<file path="src/rtl/hr_pkg.sv">
// Shared flit-format helpers for the hierarchical-ring bridge.
// Flits are zero-extended to MAX_FLIT_W so one set of helpers serves every flit width.
package hr_pkg;

   localparam int MAX_FLIT_W = 1024;
   localparam int IDX_W      = $clog2(MAX_FLIT_W);
   localparam int MAX_RID_W  = 32;
   localparam int RID_LSB    = 0;

   function automatic logic [IDX_W-1:0] valid_bit(input int flit_w);
      return IDX_W'(flit_w - 1);
   endfunction

   function automatic logic is_valid(input logic [MAX_FLIT_W-1:0] flit,
                                     input logic [IDX_W-1:0]      vbit);
      return flit[vbit];
   endfunction

   function automatic logic [MAX_RID_W-1:0] rid_of(input logic [MAX_FLIT_W-1:0] flit);
      return flit[RID_LSB +: MAX_RID_W];
   endfunction

endpackage

</file>
<file path="src/rtl/hr_bridge_fifo.sv">
// Circular transfer FIFO between the two rings; head is the oldest entry.
// A push while full and a pop while empty are ignored.
module hr_bridge_fifo
   import hr_pkg::*;
#(
   parameter int WIDTH = 144,
   parameter int DEPTH = 4
) (
   input  logic             clk,
   input  logic             rst,
   input  logic             push,
   input  logic             pop,
   input  logic [WIDTH-1:0] din,
   output logic [WIDTH-1:0] head,
   output logic             full,
   output logic             empty
);

   localparam int AW = $clog2(DEPTH);
   localparam logic [AW:0] FULL_CNT = (AW+1)'(DEPTH);

   logic [WIDTH-1:0] mem [DEPTH];
   logic [AW-1:0]    wr_ptr;
   logic [AW-1:0]    rd_ptr;
   logic [AW:0]      count;
   logic             do_push;
   logic             do_pop;

   assign do_push = push && !full;
   assign do_pop  = pop && !empty;
   assign head    = mem[rd_ptr];
   assign full    = (count == FULL_CNT);
   assign empty   = (count == '0);

   always_ff @(posedge clk) begin
      if (do_push) begin
         mem[wr_ptr] <= din;
      end
   end

   // Pointers wrap naturally because DEPTH is a power of two.
   always_ff @(posedge clk) begin
      if (rst) begin
         wr_ptr <= '0;
         rd_ptr <= '0;
         count  <= '0;
      end else begin
         if (do_push) begin
            wr_ptr <= wr_ptr + AW'(1);
         end
         if (do_pop) begin
            rd_ptr <= rd_ptr + AW'(1);
         end
         case ({do_push, do_pop})
            2'b10:   count <= count + (AW+1)'(1);
            2'b01:   count <= count - (AW+1)'(1);
            default: count <= count;
         endcase
      end
   end

endmodule

</file>
<file path="src/rtl/hr_bridge_param.sv">
// Local/global ring junction: per lane, one FIFO each way; full FIFOs deflect flits
// back onto their ring and bump a saturating counter.
module hr_bridge_param
   import hr_pkg::*;
#(
   parameter int FLIT_W    = 144,
   parameter int RID_W     = 4,
   parameter int LOCAL_RID = 0,
   parameter int NUM_CH    = 2,
   parameter int DEPTH     = 4,
   parameter int DCNT_W    = 16
) (
   input  logic                     clk,
   input  logic                     rst,
   input  logic [NUM_CH*FLIT_W-1:0] local_i,
   output logic [NUM_CH*FLIT_W-1:0] local_o,
   input  logic [NUM_CH*FLIT_W-1:0] global_i,
   output logic [NUM_CH*FLIT_W-1:0] global_o,
   output logic [NUM_CH-1:0]        enq_l2g_o,
   output logic [NUM_CH-1:0]        enq_g2l_o,
   output logic [NUM_CH-1:0]        deq_l2g_o,
   output logic [NUM_CH-1:0]        deq_g2l_o,
   output logic [NUM_CH-1:0]        full_l2g_o,
   output logic [NUM_CH-1:0]        full_g2l_o,
   output logic [NUM_CH*DCNT_W-1:0] defl_l2g_o,
   output logic [NUM_CH*DCNT_W-1:0] defl_g2l_o
);

   localparam logic [IDX_W-1:0] VBIT   = valid_bit(FLIT_W);
   localparam logic [RID_W-1:0] MY_RID = RID_W'(LOCAL_RID);

   for (genvar c = 0; c < NUM_CH; c++) begin : g_lane
      logic [FLIT_W-1:0] l_in;
      logic [FLIT_W-1:0] g_in;
      logic [FLIT_W-1:0] l2g_head;
      logic [FLIT_W-1:0] g2l_head;
      logic              l_valid;
      logic              g_valid;
      logic              l_mine;
      logic              g_mine;
      logic              l2g_full;
      logic              l2g_empty;
      logic              g2l_full;
      logic              g2l_empty;
      logic              l2g_push;
      logic              l2g_pop;
      logic              g2l_push;
      logic              g2l_pop;
      logic              l2g_defl;
      logic              g2l_defl;
      logic [FLIT_W-1:0] local_q;
      logic [FLIT_W-1:0] global_q;
      logic              enq_l2g_q;
      logic              enq_g2l_q;
      logic              deq_l2g_q;
      logic              deq_g2l_q;
      logic [DCNT_W-1:0] defl_l2g_q;
      logic [DCNT_W-1:0] defl_g2l_q;

      assign l_in = local_i[c*FLIT_W +: FLIT_W];
      assign g_in = global_i[c*FLIT_W +: FLIT_W];

      // A slot is free for injection when it is empty or its flit is ejected this cycle.
      always_comb begin
         l_valid  = is_valid(MAX_FLIT_W'(l_in), VBIT);
         g_valid  = is_valid(MAX_FLIT_W'(g_in), VBIT);
         l_mine   = (RID_W'(rid_of(MAX_FLIT_W'(l_in))) == MY_RID);
         g_mine   = (RID_W'(rid_of(MAX_FLIT_W'(g_in))) == MY_RID);
         l2g_push = l_valid && !l_mine && !l2g_full;
         l2g_defl = l_valid && !l_mine && l2g_full;
         g2l_push = g_valid && g_mine && !g2l_full;
         g2l_defl = g_valid && g_mine && g2l_full;
         l2g_pop  = (!g_valid || g2l_push) && !l2g_empty;
         g2l_pop  = (!l_valid || l2g_push) && !g2l_empty;
      end

      hr_bridge_fifo #(.WIDTH(FLIT_W), .DEPTH(DEPTH)) u_l2g (
         .clk   (clk),
         .rst   (rst),
         .push  (l2g_push),
         .pop   (l2g_pop),
         .din   (l_in),
         .head  (l2g_head),
         .full  (l2g_full),
         .empty (l2g_empty)
      );

      hr_bridge_fifo #(.WIDTH(FLIT_W), .DEPTH(DEPTH)) u_g2l (
         .clk   (clk),
         .rst   (rst),
         .push  (g2l_push),
         .pop   (g2l_pop),
         .din   (g_in),
         .head  (g2l_head),
         .full  (g2l_full),
         .empty (g2l_empty)
      );

      // Invalid or ejected slots leave as all-zero rather than carrying stale payload.
      always_ff @(posedge clk) begin
         if (rst) begin
            local_q    <= '0;
            global_q   <= '0;
            enq_l2g_q  <= 1'b0;
            enq_g2l_q  <= 1'b0;
            deq_l2g_q  <= 1'b0;
            deq_g2l_q  <= 1'b0;
            defl_l2g_q <= '0;
            defl_g2l_q <= '0;
         end else begin
            local_q   <= g2l_pop ? g2l_head : ((l_valid && !l2g_push) ? l_in : '0);
            global_q  <= l2g_pop ? l2g_head : ((g_valid && !g2l_push) ? g_in : '0);
            enq_l2g_q <= l2g_push;
            enq_g2l_q <= g2l_push;
            deq_l2g_q <= l2g_pop;
            deq_g2l_q <= g2l_pop;
            if (l2g_defl && (defl_l2g_q != '1)) begin
               defl_l2g_q <= defl_l2g_q + DCNT_W'(1);
            end
            if (g2l_defl && (defl_g2l_q != '1)) begin
               defl_g2l_q <= defl_g2l_q + DCNT_W'(1);
            end
         end
      end

      assign local_o[c*FLIT_W +: FLIT_W]    = local_q;
      assign global_o[c*FLIT_W +: FLIT_W]   = global_q;
      assign enq_l2g_o[c]                   = enq_l2g_q;
      assign enq_g2l_o[c]                   = enq_g2l_q;
      assign deq_l2g_o[c]                   = deq_l2g_q;
      assign deq_g2l_o[c]                   = deq_g2l_q;
      assign full_l2g_o[c]                  = l2g_full;
      assign full_g2l_o[c]                  = g2l_full;
      assign defl_l2g_o[c*DCNT_W +: DCNT_W] = defl_l2g_q;
      assign defl_g2l_o[c*DCNT_W +: DCNT_W] = defl_g2l_q;
   end

endmodule
</file>
<file path="config.mk">
export PLATFORM = sky130hd
export DESIGN_NAME = hr_bridge_param
export DESIGN_NICKNAME = d
export VERILOG_FILES = /design/src/rtl/hr_pkg.sv /design/src/rtl/hr_bridge_fifo.sv /design/src/rtl/hr_bridge_param.sv
export SDC_FILE = /design/constraint.sdc
export NUM_CORES = 2
export LEC_CHECK = 0
export CORE_ASPECT_RATIO = 1.75
export CORE_MARGIN = 3
export CORE_UTILIZATION = 30
export DETAILED_ROUTE_END_ITERATION = 8
export PLACE_DENSITY = 0.6
export SYNTH_ARGS = -nofsm -noshare
export SYNTH_HDL_FRONTEND = slang
export SYNTH_SLANG_ARGS = --single-unit
</file>
<file path="constraint.sdc">
create_clock -name clk -period 21.1 [get_ports clk]
set_clock_uncertainty 0.1 [all_clocks]
set_input_delay 4.22 -clock clk [delete_from_list [all_inputs] [get_ports clk]]
set_output_delay 4.22 -clock clk [all_outputs]
set_load 0.01 [all_outputs]
</file>
==> out/qor.yml <==
status: "complete, no violations"
power.internal_mw: 11.1
layout_min_cycle_time_ns: 8.72
dp.final_hpwl_mm: 226
postLayoutSetupSlackWorst_ns: 12.38
clock_path_buffers: 4
setup_violators_final: 0
synth_most_common_cell: "edfxtp_1"
power_switching_mw: 3.92
timing.critical_path.from: "global_i[144]"
placementRows: 287
timing_hold_violations_final: 0
first_iter_violations: 4902
synthDominantCellAreaShare: 0.657
max_cap_viol_count: 0
netlist_top_cells_area: "edfxtp_1, dfxtp_1, mux4_2, a22o_1, clkbuf_1"
power.static_leakage_nw: 42.0
clk_pin_slew_ns: 0.06
post_route_cells_drive_above_1_share: 0.174
totalNegativeSetupSlack_ns: 0
fin_worst_hold_slack_ns: 0.403
synthFlopType: "edfxtp_1"
synth_top_family_by_area: "multiplexers"
layout.nets: 6815
synth.cells.most_frequent: "edfxtp_1, dfxtp_1, mux4_2"
seqPwrFrac: 0.476
grt_antenna_before_repair: 68
synth.ff_latch_count: 2988
power.switching_fraction: 0.261
launch_point_of_the_worst_reg_to_reg_path: "g_lane[1].u_g2l.count[2]$_SDFFE_PP0P_"
share_clk_of_total_power: 0.342
port_buffers: 1229
drtAntennaViolNets: 0
critPathCaptureType: "flip-flop"
post_drt_via_cell_ratio: 5.00
synth_edf_count: 2304
drv_slew: 0
placement.cell_area_um2: 123000
dp_worst_setup_slack_ns: 11.34
firstDrtPassIters: 7
globalplace.congestion: 0.877
setup.worst_path.class: "in -> reg"
wl_met1_mm: 117
synth.lib_cells_used.distinct: 62
met2WireLength_mm: 168
die_area_um2: 359000
post_synth_xor_area_fraction: 0.00540
first_global_vias: 57700
layoutNonFillerInstCount: 11100
first_pass_grt_wire_length_mm: 451
layout-area-overhead-vs-synth_pct: 25.5
groute.usage.overall: 0.176
number_of_hold_repair_buffers_added_at_the_cts_stage: 0
drt_drc_violations_left: 0
synth-simple-area-share: 0.0153
cts_resized: 0
yosys-mux-area-fraction: 0.124
ios: 1230
dieHeight_um: 790
wl_per_cell_um: 29.4
tritoncts: "done"
cts_buffers: 280
synth_compound_gate_area_share: 0.0516
power_mw: 15.0
post_cts_repair_timing_setup_buffer_count: 0
synth_area_per_cell_um2: 21.4
topRoutingLayerUsed: "met5"
placed_cells: 10600
timing.hold.worst.class: "reg -> reg"
final_cell_area_um2: 132000
power.density_nw_per_um2: 113
floorplan.initialDensity: 0.302
netlist_area_um2: 105000
synth_sequential_area_ratio: 0.786
share_comb_of_total_power: 0.181
fin_util: 0.379
synthAdderAreaFrac: 0.00361
clock_latency_ns: 0.86
ys_warn_count: 0
vias: 55400
worst_slew_pin_slew_ns: 1.21
irDropWorstVdd_mv: 0.0743
yosys.area.top_type: "edfxtp_1"
grt_setup_unrepaired: "false"
crit_fanout: 66
h-tree-depth: 5
chipWidth_um: 454
synthArstFlopShare: 0
congestion_overflow_gr: 0
worst_slew_margin_rel: 0.197
worstSetupStartpointType: "input pin"
critical_path_arrival_ns: 9.11
worstPathRequired_ns: 21.49
ctsRootBufferMaster: "clkbuf_16"
syn-instance-count: 4913
core_um2: 349000
postSynthNetCount: 5519
largest_net_degree_at_the_start_of_global_routing: 118
totalWireLength_mm: 326
max_frequency_ghz: 0.115
clock_sink_count: 2988
post-route-period-util: 0.413
holdCritStartpoint: "g_lane[0].u_l2g.count[2]$_SDFFE_PP0P_"
wl_met3_mm: 27.6
[power groups by stage]
| stage | Clock (mW) | Sequential (mW) | Combinational (mW) |
|---|---|---|---|
| 6_report | 5.14 | 7.15 | 2.72 |
| 5_1_grt | 5.48 | 7.19 | 2.87 |
| 4_1_cts | 5.25 | 7.17 | 2.78 |
| 3_5_place_dp | 0 | 7.29 | 2.76 |
| 3_3_place_gp | 0 | 7.28 | 2.74 |
| 2_1_floorplan | 0 | 7.19 | 1.46 |
[sequential cells by signal, indices dropped and copies added (netlist names), named ones only]
name,count
g_lane.u_g2l.wr_ptr,4
g_lane.u_g2l.count,6
g_lane.u_g2l.rd_ptr,4
g_lane.defl_g2l_q,32
g_lane.u_l2g.rd_ptr,4
g_lane.enq_l2g_q,2
g_lane.u_g2l.mem,1152
g_lane.global_q,288
g_lane.enq_g2l_q,2
g_lane.deq_l2g_q,2
g_lane.u_l2g.mem,1152
g_lane.deq_g2l_q,2
g_lane.local_q,288
g_lane.u_l2g.count,6
g_lane.u_l2g.wr_ptr,4
g_lane.defl_l2g_q,32
[cell type report]
class / count / area, um^2
Tap cell: 4624 / 5790
Inverter: 32 / 121
Timing Repair Buffer: 1296 / 12900
Sequential cell: 2988 / 82900
Multi-Input combinational cell: 1611 / 21200
Antenna cell: 34 / 85.1
Clock buffer: 388 / 7970
Clock inverter: 119 / 1320
Fill cell: 31700 / 217000
[cell usage in the layout (no fill, tap or decap), drive strengths merged, types with 50 or more instances in the layout]
| master | count |
|---|---|
| clkbuf | 388 |
| edfxtp | 2304 |
| clkdlybuf4s50 | 1228 |
| buf | 68 |
| clkinv | 76 |
| inv | 50 |
| xnor2 | 54 |
| a22o | 571 |
| mux4 | 576 |
| dfxtp | 684 |
| nor2 | 108 |
[cells by family after synthesis]
family / after synthesis
multiplexers: 586
AO/OA/AOI/OAI: 634
flip-flops: 2988
AND/OR/NAND/NOR: 298
XOR/XNOR: 65
adder cells (fa/ha/maj): 28
buffers and inverters: 314
[per-layer routing]
| layer | GRT usage | up-vias |
|---|---|---|
| li1 | - | 22900 |
| met1 | 0.203 | 29400 |
| met2 | 0.311 | 2538 |
| met3 | 0.0448 | 504 |
| met4 | 0.0707 | 34 |
| met5 | 0 | - |
[final timing paths]
path	to	slack, ns	depth (start not counted)
min	g_lane[0].u_l2g.count[2]$_SDFFE_PP0P_	0.40	2
min reg2reg	g_lane[0].u_l2g.count[2]$_SDFFE_PP0P_	0.40	2
max	g_lane[1].u_g2l.mem[3][90]$_DFFE_PP_	12.38	6
max reg2reg	g_lane[1].u_g2l.mem[3][90]$_DFFE_PP_	16.61	5
[critical path: stages]
cell and delay (ns):
clkdlybuf4s50_1 0.52, nor4_2 0.71, nand3b_1 0.73, nor2_4 1.08, buf_4 0.71, buf_4 0.96
(Power assumes the default switching activity.)
